<file path="config.mk">
export PLATFORM = sky130hd
export DESIGN_NAME = demux_1x4_sched
export DESIGN_NICKNAME = d
export VERILOG_FILES = /design/src/rtl/demux_1x4_sched.sv
export SDC_FILE = /design/constraint.sdc
export NUM_CORES = 1
export LEC_CHECK = 0
export ABC_AREA = 1
export ABC_CLOCK_PERIOD_IN_PS = 4400
export BUFFER_PORTS_ARGS = -buffer_cell sky130_fd_sc_hd__buf_2
export CAP_MARGIN = 0
export CORE_MARGIN = 5
export CORE_UTILIZATION = 30
export CTS_BUF_LIST = sky130_fd_sc_hd__clkbuf_16
export DETAILED_ROUTE_END_ITERATION = 10
export GPL_TIMING_DRIVEN = 1
export HOLD_SLACK_MARGIN = 0.05
export PLACE_DENSITY = 0.5
export SYNTH_ARGS = -nofsm -noshare
export SYNTH_HDL_FRONTEND = slang
export SYNTH_SLANG_ARGS = --single-unit
</file>
<file path="constraint.sdc">
create_clock -name clk -period 4.4 [get_ports clk]
set_clock_uncertainty 0.1 [all_clocks]
set_input_delay 0.22 -clock clk [delete_from_list [all_inputs] [get_ports clk]]
set_output_delay 0.22 -clock clk [all_outputs]
set_load 0.1 [all_outputs]
</file>
<file path="src/rtl/demux_1x4_sched.sv">
// ---------------------------------------------------------------------------
// demux_1x4_sched
//
// Sequencing controller for a 1-to-4 demultiplexer. Words arrive on one
// valid/ready stream and are delivered to exactly one of four channels,
// chosen by an explicit destination (addressed mode) or by round-robin over
// the enabled channels. A held word that a round-robin channel does not take
// within TIMEOUT cycles is moved to the next enabled channel.
//
// Parameters:
//   DATA_W   width of the data word
//   TIMEOUT  SEND cycles before a round-robin reroute (1..255)
//
// Ports:
//   clk, rst            clock, synchronous active-high reset
//   in_valid/in_ready   input handshake
//   in_data, in_dest    input word and its destination (addressed mode)
//   mode                0 = addressed, 1 = round-robin (sampled on accept)
//   ch_en               per-channel enable
//   sel                 demux select of the held word
//   out_valid           one-hot per-channel valid
//   out_data            registered word, shared by all channels
//   out_ready           per-channel ready
//   busy                a word is held
//   drop_cnt            saturating count of dropped words
//   dlv_cnt             four 8-bit wrapping delivery counters {ch3..ch0}
//                       (present only with DEMUX_SCHED_STATS_EN)
//
// Optional feature macro: DEMUX_SCHED_STATS_EN
// ---------------------------------------------------------------------------
module demux_1x4_sched #(
    parameter int DATA_W  = 8,
    parameter int TIMEOUT = 15
) (
    input  logic              clk,
    input  logic              rst,
    input  logic              in_valid,
    output logic              in_ready,
    input  logic [DATA_W-1:0] in_data,
    input  logic [1:0]        in_dest,
    input  logic              mode,
    input  logic [3:0]        ch_en,
    output logic [1:0]        sel,
    output logic [3:0]        out_valid,
    output logic [DATA_W-1:0] out_data,
    input  logic [3:0]        out_ready,
    output logic              busy,
    output logic [7:0]        drop_cnt
`ifdef DEMUX_SCHED_STATS_EN
    ,
    output logic [31:0]       dlv_cnt
`endif
);

    typedef enum logic {IDLE, SEND} state_t;

    localparam logic [7:0] TIMEOUT_W = 8'(TIMEOUT);

    state_t            state_q, state_d;
    logic [1:0]        sel_q, sel_d;
    logic [DATA_W-1:0] data_q, data_d;
    logic [7:0]        drop_q, drop_d;
    logic [1:0]        rr_last_q, rr_last_d;
    logic [7:0]        wait_q, wait_d;
    logic              mode_q, mode_d;
    logic [31:0]       dlv_q, dlv_d;

    // Returns {found, index} of the first enabled channel at base+1, base+2,
    // base+3 and, when incl_base is set, base itself (mod 4).
    function automatic logic [2:0] first_en(input logic [3:0] en,
                                            input logic [1:0] base,
                                            input logic       incl_base);
        logic [2:0] r;
        logic [1:0] idx;
        r = 3'b000;
        // Walk from the farthest offset down so the nearest match wins.
        for (int off = 4; off >= 1; off--) begin
            idx = base + 2'(off);
            if (en[idx] && (off != 4 || incl_base)) begin
                r = {1'b1, idx};
            end
        end
        return r;
    endfunction

    logic [7:0] drop_inc;
    logic [7:0] wait_inc;
    logic [2:0] pick;
    logic [1:0] tgt;
    logic       tgt_ok;

    always_comb begin
        // NOTE: every variable gets a default first so no path infers a latch.
        state_d   = state_q;
        sel_d     = sel_q;
        data_d    = data_q;
        drop_d    = drop_q;
        rr_last_d = rr_last_q;
        wait_d    = wait_q;
        mode_d    = mode_q;
        dlv_d     = dlv_q;
        pick      = 3'b000;
        tgt       = in_dest;
        tgt_ok    = 1'b0;
        drop_inc  = (drop_q == 8'hFF) ? drop_q : drop_q + 8'd1;
        wait_inc  = wait_q + 8'd1;

        unique case (state_q)
            IDLE: begin
                if (in_valid) begin
                    if (mode) begin
                        pick   = first_en(ch_en, rr_last_q, 1'b1);
                        tgt    = pick[1:0];
                        tgt_ok = pick[2];
                    end else begin
                        tgt    = in_dest;
                        tgt_ok = ch_en[in_dest];
                    end
                    if (tgt_ok) begin
                        data_d  = in_data;
                        sel_d   = tgt;
                        mode_d  = mode;
                        wait_d  = 8'd0;
                        state_d = SEND;
                    end else begin
                        drop_d  = drop_inc;
                    end
                end
            end
            SEND: begin
                if (out_ready[sel_q]) begin
                    // Delivery beats a same-cycle disable or timeout.
                    state_d = IDLE;
                    wait_d  = 8'd0;
                    if (mode_q) rr_last_d = sel_q;
                    dlv_d[{sel_q, 3'b000} +: 8] = dlv_q[{sel_q, 3'b000} +: 8] + 8'd1;
                end else if (!ch_en[sel_q]) begin
                    state_d = IDLE;
                    wait_d  = 8'd0;
                    drop_d  = drop_inc;
                end else if (mode_q) begin
                    if (wait_inc == TIMEOUT_W) begin
                        // Reroute to the next enabled channel, never the current one.
                        pick   = first_en(ch_en, sel_q, 1'b0);
                        if (pick[2]) sel_d = pick[1:0];
                        wait_d = 8'd0;
                    end else begin
                        wait_d = wait_inc;
                    end
                end else begin
                    // Addressed words never reroute; the counter just saturates.
                    wait_d = (wait_q == TIMEOUT_W) ? wait_q : wait_inc;
                end
            end
            default: state_d = IDLE;
        endcase
    end

    always_ff @(posedge clk) begin
        // NOTE: state registers use non-blocking assignments so every flop
        // samples its pre-edge inputs regardless of statement order.
        if (rst) begin
            state_q   <= IDLE;
            sel_q     <= 2'd0;
            data_q    <= '0;
            drop_q    <= 8'd0;
            rr_last_q <= 2'd3;
            wait_q    <= 8'd0;
            mode_q    <= 1'b0;
            dlv_q     <= 32'd0;
        end else begin
            state_q   <= state_d;
            sel_q     <= sel_d;
            data_q    <= data_d;
            drop_q    <= drop_d;
            rr_last_q <= rr_last_d;
            wait_q    <= wait_d;
            mode_q    <= mode_d;
            dlv_q     <= dlv_d;
        end
    end

    assign in_ready  = (state_q == IDLE) && !rst;
    assign busy      = (state_q == SEND);
    assign out_valid = busy ? (4'b0001 << sel_q) : 4'b0000;
    assign sel       = sel_q;
    assign out_data  = data_q;
    assign drop_cnt  = drop_q;

`ifdef DEMUX_SCHED_STATS_EN
    assign dlv_cnt = dlv_q;
`else
    // Delivery counters are only observable with the statistics port.
    logic unused_dlv;
    assign unused_dlv = ^dlv_q;
`endif

endmodule
</file>
======== Yosys cells after proc, flatten, opt, wreduce, memory -nomap -nowiden ========
Index checks and enable logic that the tools add are counted.
storage, ports and cells
  output and inout port bits .............. 24
  register bits after elaboration ......... 30
  bits of input ports ..................... 22
cells by class
  $lt $le $gt $ge ......................... 9
  add/sub/neg operators ................... 8
  bitwise operators ....................... 1
  reduce and logical (&&, ||, !) cells .... 7
  equality and inequality tests ........... 13
  muxes and demuxes ....................... 64
  shifts and indexed selects .............. 1
operator list
  kind                                                                           number
  8-bit 2-to-1 mux                                                               12
  3-bit 2-to-1 mux                                                               12
  8-bit one-hot mux with 2 select lines                                          2
  2-bit by 3-bit less-than comparator with 1-bit output (second input constant)  9
  1-bit binary-select mux with 2-bit select                                      10
  1-bit 2-to-1 mux                                                               17
  8-bit by 1-bit adder with 8-bit output (second input constant)                 2
  8-bit by 4-bit equality test with 1-bit output (second input constant)         2
  2-bit 2-to-1 mux                                                               8
  2-bit by 1-bit inequality test with 1-bit output (second input constant)       5
  3-bit AND reduction                                                            3
  2-bit adder (second input constant)                                            4
  8-bit equality test (second input constant)                                    1
  2-bit inequality test (second input constant)                                  4
  7-bit AND reduction                                                            1
  5-bit inequality test (second input constant)                                  1
  2-bit by 1-bit adder with 2-bit output (second input constant)                 2
  4-bit 2-to-1 mux                                                               1
  2-bit one-hot mux with 2 select lines                                          1
  4-bit AND reduction                                                            1
  1-bit by 2-bit << shifter with 4-bit output (first input constant)             1
  1-bit one-hot mux with 2 select lines                                          1
  1-bit logical AND                                                              1
  1-bit zero test                                                                1
  1-bit inverter                                                                 1

======== Depth between registers and ports, before layout ========
Gate-level depths: netlist of the first run.
  depth after elaboration ................. 17
  depth in mapped cells ................... 15

======== Worst setup path after synthesis of the first run ========
No wires, ideal clock.
  path type ............................... reg-to-output
  start ................................... register state_q (netlist: busy)
  end ..................................... output port in_ready
  arrival ................................. 2.297 ns
  buffers on the path ..................... 1
  path slack .............................. 1.783 ns
  cell stages (with the launch flop) ...... 3
  data required time ...................... 4.080 ns
  cells stage by stage .................... dfxtp_1 clkbuf_1 nor2_1
between the ends
  word-level cells in the longest chain between the ends .. 2
ends and longest elaborated chain
  item                      line  source
  start: declaration        59    state_t state_q, state_d;
  start signal: assignment  172   state_q <= state_d;
  1-bit inverter            -
  1-bit logical AND         183   assign in_ready = (state_q == IDLE) && !rst;
  end: declaration          38    output logic in_ready,
Every way passes these cells.

======== Worst setup path after layout of the first run ========
  start ................................... register state_q (netlist: busy)
  end ..................................... register wait_q[3]
between the ends
  word-level cells in the longest chain between the ends .. 3
ends and longest elaborated chain
  item                                                                                                 line  source
  1-bit inverter                                                                                       -
  2-bit by 1-bit inequality test with 1-bit output (no line) or 2-bit inequality test (tied branches)  -
  3-bit AND reduction (no line)                                                                        -
  end signal: assignment                                                                               177   wait_q <= wait_d;
  end: declaration                                                                                     64    logic [7:0] wait_q, wait_d;
Several ways; a longest one is shown, not always the timed one.
A chain may end at the register's enable or synchronous reset.

==> results of run 1 <==
synth_stat cells (4+ instances only):
cell,count
inv_2,5
ha_1,7
nand2_2,16
dfxtp_1,30
nand2_1,95
xor2_1,6
nor2_2,4
o21ai_0,14
nand3_2,7
nor2_1,27
xnor2_1,5
a21oi_1,24
inv_1,37
a21oi_2,8
nand3_1,23
nand4_1,4
path summary, 6_finish.rpt:
kind,to,from,depth (start not counted)
hold reg to reg,out_data[6]$_SDFFE_PP0P_,out_data[6]$_SDFFE_PP0P_,2
hold / removal,out_data[3]$_SDFFE_PP0P_,in_data[3],3
setup / recovery,wait_q[3]$_SDFFE_PP0P_,busy$_SDFF_PP0_,11
setup reg to reg,wait_q[3]$_SDFFE_PP0P_,busy$_SDFF_PP0_,11
registers in the layout (all words and copies together), names as in the netlist:
register,cells
sel,2
wait_q,8
busy,1
mode_q,1
rr_last_q,2
out_data,8
drop_cnt,8
cells by family (layout without fill, tap and decap cells):
kind of cell	after synthesis	after routing	synth area share
simple gates	182	182	0.393
compound gates	53	53	0.142
fa+ha+maj	7	7	0.0405
flops	30	30	0.278
xor+xnor	11	11	0.0446
buf+inv	51	97	0.102
cells in the final DEF (no fill, tap or decap), drive strengths merged:
| cell | n |
|---|---|
| and2 | 1 |
| o21ai | 19 |
| clkinv | 2 |
| a21oi | 32 |
| nor2 | 32 |
| bufinv | 2 |
| ha | 7 |
| nor3 | 2 |
| xor2 | 6 |
| xnor2 | 5 |
| nand4 | 5 |
| inv | 43 |
| dfxtp | 30 |
| clkbuf | 5 |
| nand3 | 30 |
| o211ai | 2 |
| nand2 | 112 |
| buf | 45 |
power by group through the flow:
stage          sequential [mW]  clock [mW]  combinational (mW)
3_3_place_gp             0.320           0               0.315
3_5_place_dp             0.320           0               0.316
5_1_grt                  0.318       0.470               0.345
2_1_floorplan            0.405           0               0.172
4_1_cts                  0.315       0.459               0.316
6_report                 0.314       0.447               0.314
cell type report:
cell class | instances | share of cell area
multi-input cells | 253 | 0.505
flip-flops and latches | 30 | 0.226
repair buffers | 45 | 0.0849
inverters | 44 | 0.0655
clock buffers | 5 | 0.0471
well taps | 99 | 0.0467
clock inverters | 3 | 0.0240
metrics by stage:
stage / utilization / area, µm² / std cells / power [mW]
2_1_floorplan: - / 2160 / 334 / 0.577
3_3_place_gp: 0.345 / 2460 / 471 / 0.635
3_5_place_dp: 0.345 / 2460 / 471 / 0.636
4_1_cts: 0.372 / 2650 / 479 / 1.09
5_1_grt: 0.372 / 2650 / 479 / 1.13
6_report: 0.372 / 2650 / 479 / 1.07
tightest hold or removal path, cell delays in order:
cell and delay (ns):
buf_2 0.07, o21ai_0 0.07, a21oi_1 0.10
metal layers:
metal / routed length [µm] / part of all wire
met1: 2600 / 0.48
met2: 2410 / 0.45
met3: 324 / 0.060
met4: 64 / 0.012
met5: 0 / 0
==> metrics.md, run 1 <==
| Metric | Value |
|---|---|
| GRT Util Overall | 0.131 |
| Rel. slew slack | 0.605 |
| Sw frac | 0.363 |
| Setup violators final | 0 |
| Wire per inst | 11.3 µm |
| Delay of the slowest critical-path stage | 0.69 ns |
| Pwr per Cell Area | 405 nW/µm² |
| Setup TNS | 0 ns |
| Warnings from Yosys | 0 |
| Fillers | around 800 |
| DRC | 0 |
| Nets | 408 |
| Number of global-route vias before repair | 2107 |
| Final Hold Fails | 0 |
| Clk Latency, worst-skew pair | 0.28 ns |
| TritonCTS clock tree | yes |
| Setup bufs post-CTS | 0 |
| Layout area overhead | 22.7% |
| Worst-path cell chain | inv_2, nor2_2, nand3_1, nor2_1, nand3_1, nand2_1, inv_2, nand2_4, inv_2, nand3_1, a21oi_1 |
| Total die area | about 9000 µm² |
| Synth area leader | dfxtp_1 |
| Required time of the worst setup path | approximately 4.5 ns |
| Number of flops mapped to enable cells by yosys | 0 |
| Global-route met3 utilization | 0.0470 |
| Post-CTS Resized | 0 |
| WP data arrival | 2.12 ns |
| Mapped Avg Cell Area | 6.47 µm² |
| Hold_ws | 0.123 ns |
| Final Wtd Congestion | between 0.8 and 0.9 |
| CTS buffer count | 5 |
| Total grt overflow | 0 |
| CTS Sinks | 30 |
| I/O Pins | 46 |
| Global routing's busiest layer | met2 |
| Die Height | roughly 95 µm |
| Core box area | 7140 µm² |
| Root buffer cell | clkbuf_16 |
| Min cycle time layout | 2.08 ns |
| Post-synth cell types | 31 |
| Cell count after synthesis | about 330 |
| Setup crit end kind | flip-flop |
| Synth area leaders | dfxtp_1, nand2_1, inv_1 |
| Slack of the worst reg-to-reg path | ~2.3 ns |
| Die Wd | around 95 µm |
| Via density | roughly 4.4 |
| Max-slew violation count | 0 |
| FF/Latch Area | 601 µm² |
| Core Rows | 31 |
| Final HPWL DP | 4150 µm |
| RSZ-0062 raised after global routing | no |
| Sw power | 390 µW |
| Synth Register Bits | 30 |
| Worst Path Max Fanout | 16 |
| First-pass iteration count of the detailed router | 4 |
| Top-area cell type share of the netlist area | 0.278 |
| Post-synth ARST share | 0 |
| Critical Setup Path Class | flip-flop to flip-flop |
| Fin crit share | 0.472 |
| Worst vdd ir | between 0.15 and 0.2 mV |
| Pin count of the biggest net entering global routing | 20 |
| Final Routed Wirelength | 5400 µm |
| Diode count | 0 |
| Vias | between 2000 and 2500 |
| Maximum root-to-sink buffer count | 2 |
| Met1 Usage GRT | 0.163 |
| Starting Density | 0.303 |
| Max stage delay cell, worst path | dfxtp_1 |
| Mapped Area | 2160 µm² |
| Worst min path class | input pin to flip-flop |
| Net Count, Synth | 363 |
| Global-route wire length before repair | 9410 µm |
| F_max | 482 MHz |
| Initial antenna violation count | 0 |
| CP Launch Type | flip-flop |
| CP top delay family | simple AND/OR/NAND/NOR gates |
| H-Tree Depth | 2 |
| Port bufs | between 40 and 50 |
| Final WS setup | between 2 and 2.5 ns |
| Multi-input gate area | roughly 1300 µm² |
| Initial drt markers | 83 |
| Clock slew at reported path FFs | 0.05 ns |
| Bufs and invs on worst path | 3 |
| Clock power frac | 0.416 |
| Placement Setup Slack | 2.27 ns |
| Most used DFF post-synth | dfxtp_1 |
| Outcome | complete, no violations |
| Comb pwr share | 0.292 |
| Layout cells sized above 1 | 0.263 |
| Sequential area share after synthesis | 0.278 |
| Leakage | 1.28 nW |
| Met2 global-route usage | 0.216 |
| Post-DRT Antenna Nets | 0 |
| Sequential power share | 0.292 |
| Worst Tran Pin Value | roughly 0.59 ns |
| CTS Hold Buffers Added | 0 |
| Max-Cap Viols | 0 |
| P_int | roughly 680 µW |
Note: power is estimated with default switching activity, not from simulation.
==> inputs of run 2 (changes only) <==
- ABC_CLOCK_PERIOD_IN_PS: 4400 -> 1900
- PLACE_DENSITY: 0.5 -> 0.52
- clock period: 4.4 -> 1.9 ns (I/O delays scaled with it)
==> metrics.md, run 2 (synthesis results as in run 1) <==
| Metric | Value |
|---|---|
| Outcome | complete, no violations (unchanged) |
| Met2 wire length | 2670 µm (was 2410 µm) |
| Total grt overflow | 0 (unchanged) |
| Rel. slew slack | 0.671 (was 0.605) |
| P_int | 1.34 mW (was 684 µW) |
| I/O Pins | 46 (unchanged) |
| Most frequent cells in the layout | nand2_1, buf_2, inv_1 (unchanged) |
| Bufs and invs on worst path | 2 (was 3) |
| H-Tree Depth | 2 (unchanged) |
| Sw frac | 0.399 (was 0.363) |
| Starting Density | 0.303 (unchanged) |
| Fillers | 801 (was 809) |
| Core box area | 7140 µm² (unchanged) |
| Vias | 2191 (was 2113) |
| Initial drt markers | 90 (was 83) |
| Global-route wire length before repair | 9310 µm (was 9410 µm) |
| Root buffer cell | clkbuf_16 (unchanged) |
| Final Wtd Congestion | 0.825 (was 0.889) |
| Setup bufs post-CTS | 0 (unchanged) |
| Post-Layout Cell Count | 491 (was 479) |
| CP Launch Type | flip-flop (unchanged) |
| GRT Util Overall | 0.129 (was 0.131) |
| Sequential power share | 0.324 (was 0.292) |
| Worst vdd ir | 0.700 mV (was 0.179 mV) |
| Placed instance count | 475 (was 471) |
| Number of global-route vias before repair | 2064 (was 2107) |
| CP top delay family | simple AND/OR/NAND/NOR gates (unchanged) |
| Met3 routed WL | 271 µm (was 324 µm) |
| Final Routed Wirelength | 5500 µm (was 5400 µm) |
| Nets | 420 (was 408) |
| Worst Tran Pin Value | 0.497 ns (was 0.592 ns) |
| Uppermost layer routed | met4 (unchanged) |
| F_max | 585 MHz (was 482 MHz) |
| Slack of the worst reg-to-reg path | 0.19 ns (was 2.32 ns) |
| Setup violators final | 0 (unchanged) |
| Wire per inst | 11.2 µm (was 11.3 µm) |
| Layout cells sized above 1 | 0.311 (was 0.263) |
| Pin count of the biggest net entering global routing | 20 (unchanged) |
| Sw power | 889 µW (was 390 µW) |
| Via density | 4.46 (was 4.41) |
| Final HPWL DP | 4200 µm (was 4150 µm) |
| Layout area overhead | 27.8% (was 22.7%) |
| Max stage delay cell, worst path | dfxtp_4 (was dfxtp_1) |
| Fin crit share | 0.900 (was 0.472) |
| Metal-1 WL | 2510 µm (was 2600 µm) |
| Clock power frac | 0.332 (was 0.416) |
| Min cycle time layout | 1.71 ns (was 2.08 ns) |
| Worst Path Max Fanout | 13 (was 16) |
| Maximum root-to-sink buffer count | 2 (unchanged) |
| Setup TNS | 0 ns (unchanged) |
| Port bufs | 45 (unchanged) |
| Die Wd | 94.9 µm (unchanged) |
| Required time of the worst setup path | 1.96 ns (was 4.45 ns) |
| Die Height | 94.9 µm (unchanged) |
| Diode count | 0 (unchanged) |
| Clk Latency, worst-skew pair | 0.27 ns (was 0.28 ns) |
| Total die area | 9010 µm² (unchanged) |
| Max-Cap Viols | 0 (unchanged) |
| Pwr per Cell Area | 807 nW/µm² (was 405 nW/µm²) |
| Post-DRT Antenna Nets | 0 (unchanged) |
| CTS buffer count | 5 (unchanged) |
| DRC | 0 (unchanged) |
| Comb pwr share | 0.344 (was 0.292) |
| Delay of the slowest critical-path stage | 0.45 ns (was 0.69 ns) |
| RSZ-0062 raised after global routing | no (unchanged) |
| Initial antenna violation count | 0 (unchanged) |
| Most common cell after layout, fill and taps aside | nand2_1 (unchanged) |
| CTS Sinks | 30 (unchanged) |
| Final Hold Fails | 0 (unchanged) |
| TritonCTS clock tree | yes (unchanged) |
| Max-slew violation count | 0 (unchanged) |
| Critical Setup Path Class | flip-flop to flip-flop (unchanged) |
| First-pass iteration count of the detailed router | 4 (unchanged) |
| Leakage | 1.27 nW (was 1.28 nW) |
| Most common cell on crit path | nand2_1 |
| Clock slew at reported path FFs | 0.05 ns (about the same) |
| WP data arrival | 1.77 ns (was 2.12 ns) |
| Setup crit end kind | flip-flop (unchanged) |
| Core Rows | 31 (unchanged) |
| Worst-path cell chain | inv_8, ha_1, inv_1, nand2_1, nand2_1, nand3_1, nand2_1, nand3_2, nor2_1, nor2_1 (was inv_2, nor2_2, nand3_1, nor2_1, nand3_1, nand2_1, inv_2, nand2_4, inv_2, nand3_1, a21oi_1) |
| Worst min path class | input pin to flip-flop (unchanged) |
-- run 2: changes by cell type in the layout (fill, tap and decap cells not counted), moves of 2 or more --
cell           change
dfxtp_1           -12
dlygate4sd3_1      +8
dfxtp_2            +7
clkinvlp_4         +5
dfxtp_4            +5
buf_4              +4
inv_1              -4
bufinv_16          -2
-- run 2: power groups by stage --
stage	clock network [mW]	registers [mW]	logic, mW
global route	0.789	0.730	0.842
CTS	0.765	0.725	0.773
global placement	0	0.736	0.755
finish	0.741	0.723	0.766
floorplan	0	0.945	0.401
detailed placement	0	0.737	0.759
-- run 2: final cells by class --
type	instances	area, µm²	area share
multi-input cells	253	1350	0.487
inverters	44	189	0.0684
flip-flops and latches	30	628	0.227
well taps	99	124	0.0448
clock inverters	3	16.3	0.00589
repair buffers	57	335	0.121
clock buffers	5	125	0.0453
-- run 2: layer usage --
layer / GRT usage / vias to the layer above
met5: 0 / -
met4: 0.0252 / 0
met3: 0.0319 / 5
met2: 0.227 / 34
met1: 0.158 / 977
li1: - / 1175
-- run 2: final timing paths --
check | from | end | cells past startpoint
setup / recovery | sel[0]$_SDFFE_PP0P_ | sel[0]$_SDFFE_PP0P_ | 10
hold / removal | rst | mode_q$_SDFFE_PP0P_ | 2
setup reg to reg | sel[0]$_SDFFE_PP0P_ | sel[0]$_SDFFE_PP0P_ | 10
hold reg to reg | out_data[4]$_SDFFE_PP0P_ | out_data[4]$_SDFFE_PP0P_ | 2
-- run 2: stage by stage --
step	hold slack [ns]	util	setup WS (ns)	instance area [µm²]	total power, mW
global placement	0.272	0.355	0.0420	2540	1.49
detailed placement	0.290	0.355	0.0220	2540	1.50
finish	0.147	0.387	0.189	2760	2.23
floorplan	0.187	-	0.00558	2200	1.35
global route	0.167	0.387	0.00154	2760	2.36
CTS	0.150	0.386	0.0178	2760	2.26
-- run 2: what timing repair did --
action / 4_1_cts / 5_1_grt
setup endpoints to repair: 0 / 27
hold endpoints to repair: 8 / 0
resized for setup: 0 / 3
hold buffers: 8 / 0
-- run 2: worst reg2reg max path, delay by kind of cell, from the launching register on --
family        cells  cell delay (ns)
fa+ha+maj         1             0.32
simple gates      7             0.59
flops             1             0.45
buf+inv           2             0.15
==> inputs of run 3 (changes only) <==
- CORE_UTILIZATION: 30 -> 49
- PLACE_DENSITY: 0.52 -> 0.77
==> metrics.md, run 3 (synthesis results as in run 1) <==
| Metric | Value |
|---|---|
| Outcome | complete, no violations (unchanged) |
| H-Tree Depth | 2 (unchanged) |
| Initial antenna violation count | 0 (unchanged) |
| Critical Path Source | wait_q[3]$_SDFFE_PP0P_ (was sel[0]$_SDFFE_PP0P_) |
| Min cycle time layout | 1.74 ns (was 1.71 ns) |
| Placement Setup Slack | 0.0365 ns (was 0.0220 ns) |
| Core box area | 4320 µm² (was 7140 µm²) |
| Root buffer cell | clkbuf_16 (unchanged) |
| Setup TNS | 0 ns (unchanged) |
| RSZ-0062 raised after global routing | no (unchanged) |
| Leakage | 1.27 nW (about the same) |
| Die Height | 76.4 µm (was 94.9 µm) |
| Clk Latency, worst-skew pair | 0.28 ns (was 0.27 ns) |
| Total die area | 5840 µm² (was 9010 µm²) |
| TritonCTS clock tree | yes (unchanged) |
| Fillers | 413 (was 801) |
| Via density | 5.05 (was 4.46) |
| Die Wd | 76.4 µm (was 94.9 µm) |
| Critical Setup Path Class | flip-flop to flip-flop (unchanged) |
| Final WS setup | 0.162 ns (was 0.189 ns) |
| Final HPWL DP | 3910 µm (was 4200 µm) |
| Core Rows | 24 (was 31) |
| Delay of the slowest critical-path stage | 0.45 ns (about the same) |
| Layout cells sized above 1 | 0.315 (was 0.311) |
| Setup bufs post-CTS | 0 (unchanged) |
| CTS Sinks | 30 (unchanged) |
| Worst min path class | input pin to flip-flop (unchanged) |
| R2r startpoint | wait_q[3]$_SDFFE_PP0P_ (was sel[0]$_SDFFE_PP0P_) |
| Max-Cap Viols | 0 (unchanged) |
| Worst vdd ir | 0.526 mV (was 0.700 mV) |
| Nets | 419 (was 420) |
| Sw power | 905 µW (was 889 µW) |
| Setup crit end kind | flip-flop (unchanged) |
| Pwr per Cell Area | 830 nW/µm² (was 807 nW/µm²) |
| Most common cell after layout, fill and taps aside | nand2_1 (unchanged) |
| Total chip power | 2.24 mW (was 2.23 mW) |
| CTS buffer count | 5 (unchanged) |
| Layout area overhead | 25.1% (was 27.8%) |
| Post-DRT Antenna Nets | 0 (unchanged) |
| Required time of the worst setup path | 1.94 ns (was 1.96 ns) |
| Maximum root-to-sink buffer count | 2 (unchanged) |
| GRT Util Overall | 0.188 (was 0.129) |
| F_max | 575 MHz (was 585 MHz) |
| Most common cell on crit path | nand2_1 (unchanged) |
| Vias | 2237 (was 2191) |
| First-pass iteration count of the detailed router | 6 (was 4) |
| Worst-path cell chain | nand2_1, nor2_1, nand3_1, nand2_1, nand2_1, inv_1, nand3_2, nand2_2, nand2_2, nand3_1, a21oi_1 (was inv_8, ha_1, inv_1, nand2_1, nand2_1, nand3_1, nand2_1, nand3_2, nor2_1, nor2_1) |
| Final Hold Fails | 0 (unchanged) |
| Max stage delay cell, worst path | dfxtp_1 (was dfxtp_4) |
| Max-slew violation count | 0 (unchanged) |
| Starting Density | 0.500 (was 0.303) |
| Port bufs | 45 (unchanged) |
| Worst Path Max Fanout | 6 (was 13) |
| Most frequent cells in the layout | nand2_1, buf_2, inv_1 (unchanged) |
| Comb pwr share | 0.337 (was 0.344) |
| Rel. slew slack | 0.672 (was 0.671) |
| Total grt overflow | 0 (unchanged) |
| Clock slew at reported path FFs | 0.05 ns (about the same) |
| WP data arrival | 1.78 ns (was 1.77 ns) |
| Wire per inst | 12.1 µm (was 11.2 µm) |
| Fin crit share | 0.915 (was 0.900) |
| Sw frac | 0.403 (was 0.399) |
| CP Launch Type | flip-flop (unchanged) |
| Sequential power share | 0.324 (about the same) |
| Final Wtd Congestion | 0.884 (was 0.825) |
| Number of global-route vias before repair | 2108 (was 2064) |
| P_int | 1.34 mW (about the same) |
| Pin count of the biggest net entering global routing | 20 (unchanged) |
| CP top delay family | simple AND/OR/NAND/NOR gates (unchanged) |
| Min-delay src | in_data[3] (was rst) |
| Setup violators final | 0 (unchanged) |
| Initial drt markers | 82 (was 90) |
| Worst Tran Pin Value | 0.495 ns (was 0.497 ns) |
| DRC | 0 (unchanged) |
| Global-route wire length before repair | 9290 µm (was 9310 µm) |
| I/O Pins | 46 (unchanged) |
| Final Routed Wirelength | 5380 µm (was 5500 µm) |
| Clock power frac | 0.339 (was 0.332) |
| Bufs and invs on worst path | 1 (was 2) |
| Diode count | 0 (unchanged) |
==> run 3: metrics by stage <==
| stage | cells | utilization | hold WS, ns | area (µm²) |
|---|---|---|---|---|
| after floorplan | 334 | - | 0.187 | 2200 |
| after global placement | 428 | 0.573 | 0.271 | 2480 |
| after detailed placement | 428 | 0.573 | 0.285 | 2480 |
| after CTS | 443 | 0.622 | 0.0501 | 2690 |
| after global routing | 443 | 0.625 | 0.0877 | 2700 |
| final | 443 | 0.625 | 0.0472 | 2700 |
==> run 3: worst paths after layout <==
kind / slack (ns) / cells after the start / end
max: 0.16 / 11 / wait_q[2]$_SDFFE_PP0P_
min reg2reg: 0.35 / 2 / out_data[0]$_SDFFE_PP0P_
min: 0.05 / 3 / out_data[3]$_SDFFE_PP0P_
max reg2reg: 0.16 / 11 / wait_q[2]$_SDFFE_PP0P_
==> run 3: layout make-up <==
| cell class | instances | area [µm²] | share of cell area |
|---|---|---|---|
| repair buffers | 56 | 325 | 0.120 |
| flip-flops and latches | 30 | 629 | 0.233 |
| well taps | 52 | 65.1 | 0.0241 |
| multi-input cells | 253 | 1360 | 0.501 |
| inverters | 44 | 189 | 0.0699 |
| clock inverters | 3 | 15.0 | 0.00555 |
| clock buffers | 5 | 125 | 0.0463 |
==> run 3: worst reg2reg max path: stages (launching register included) <==
cell     delay [ns]
dfxtp_1        0.45
nand2_1        0.12
nor2_1         0.20
nand3_1        0.14
nand2_1        0.10
nand2_1        0.05
inv_1          0.06
nand3_2        0.07
nand2_2        0.10
nand2_2        0.08
nand3_1        0.08
a21oi_1        0.07
==> run 3: what timing repair did <==
| action | 4_1_cts | 5_1_grt |
|---|---|---|
| endpoints found under the setup margin | 0 | 27 |
| hold buffers | 7 | 0 |
| gates resized for setup | 0 | 5 |
| hold endpoints to repair | 7 | 0 |
==> run 3: power groups by stage <==
stage                     sequential [mW]  combinational [mW]  clock, mW
after floorplan                     0.945               0.401          0
after global placement              0.738               0.731          0
after detailed placement            0.740               0.740          0
after CTS                           0.728               0.754      0.768
after global routing                0.735               0.830      0.798
final                               0.727               0.756      0.761
==> run 3: routing by layer <==
layer,GRT usage,vias to the layer above,part of all wire
met5,0,-,0
met4,0.0559,0,0.011
met3,0.0307,7,0.046
met2,0.333,46,0.49
met1,0.231,1008,0.45
li1,-,1176,-
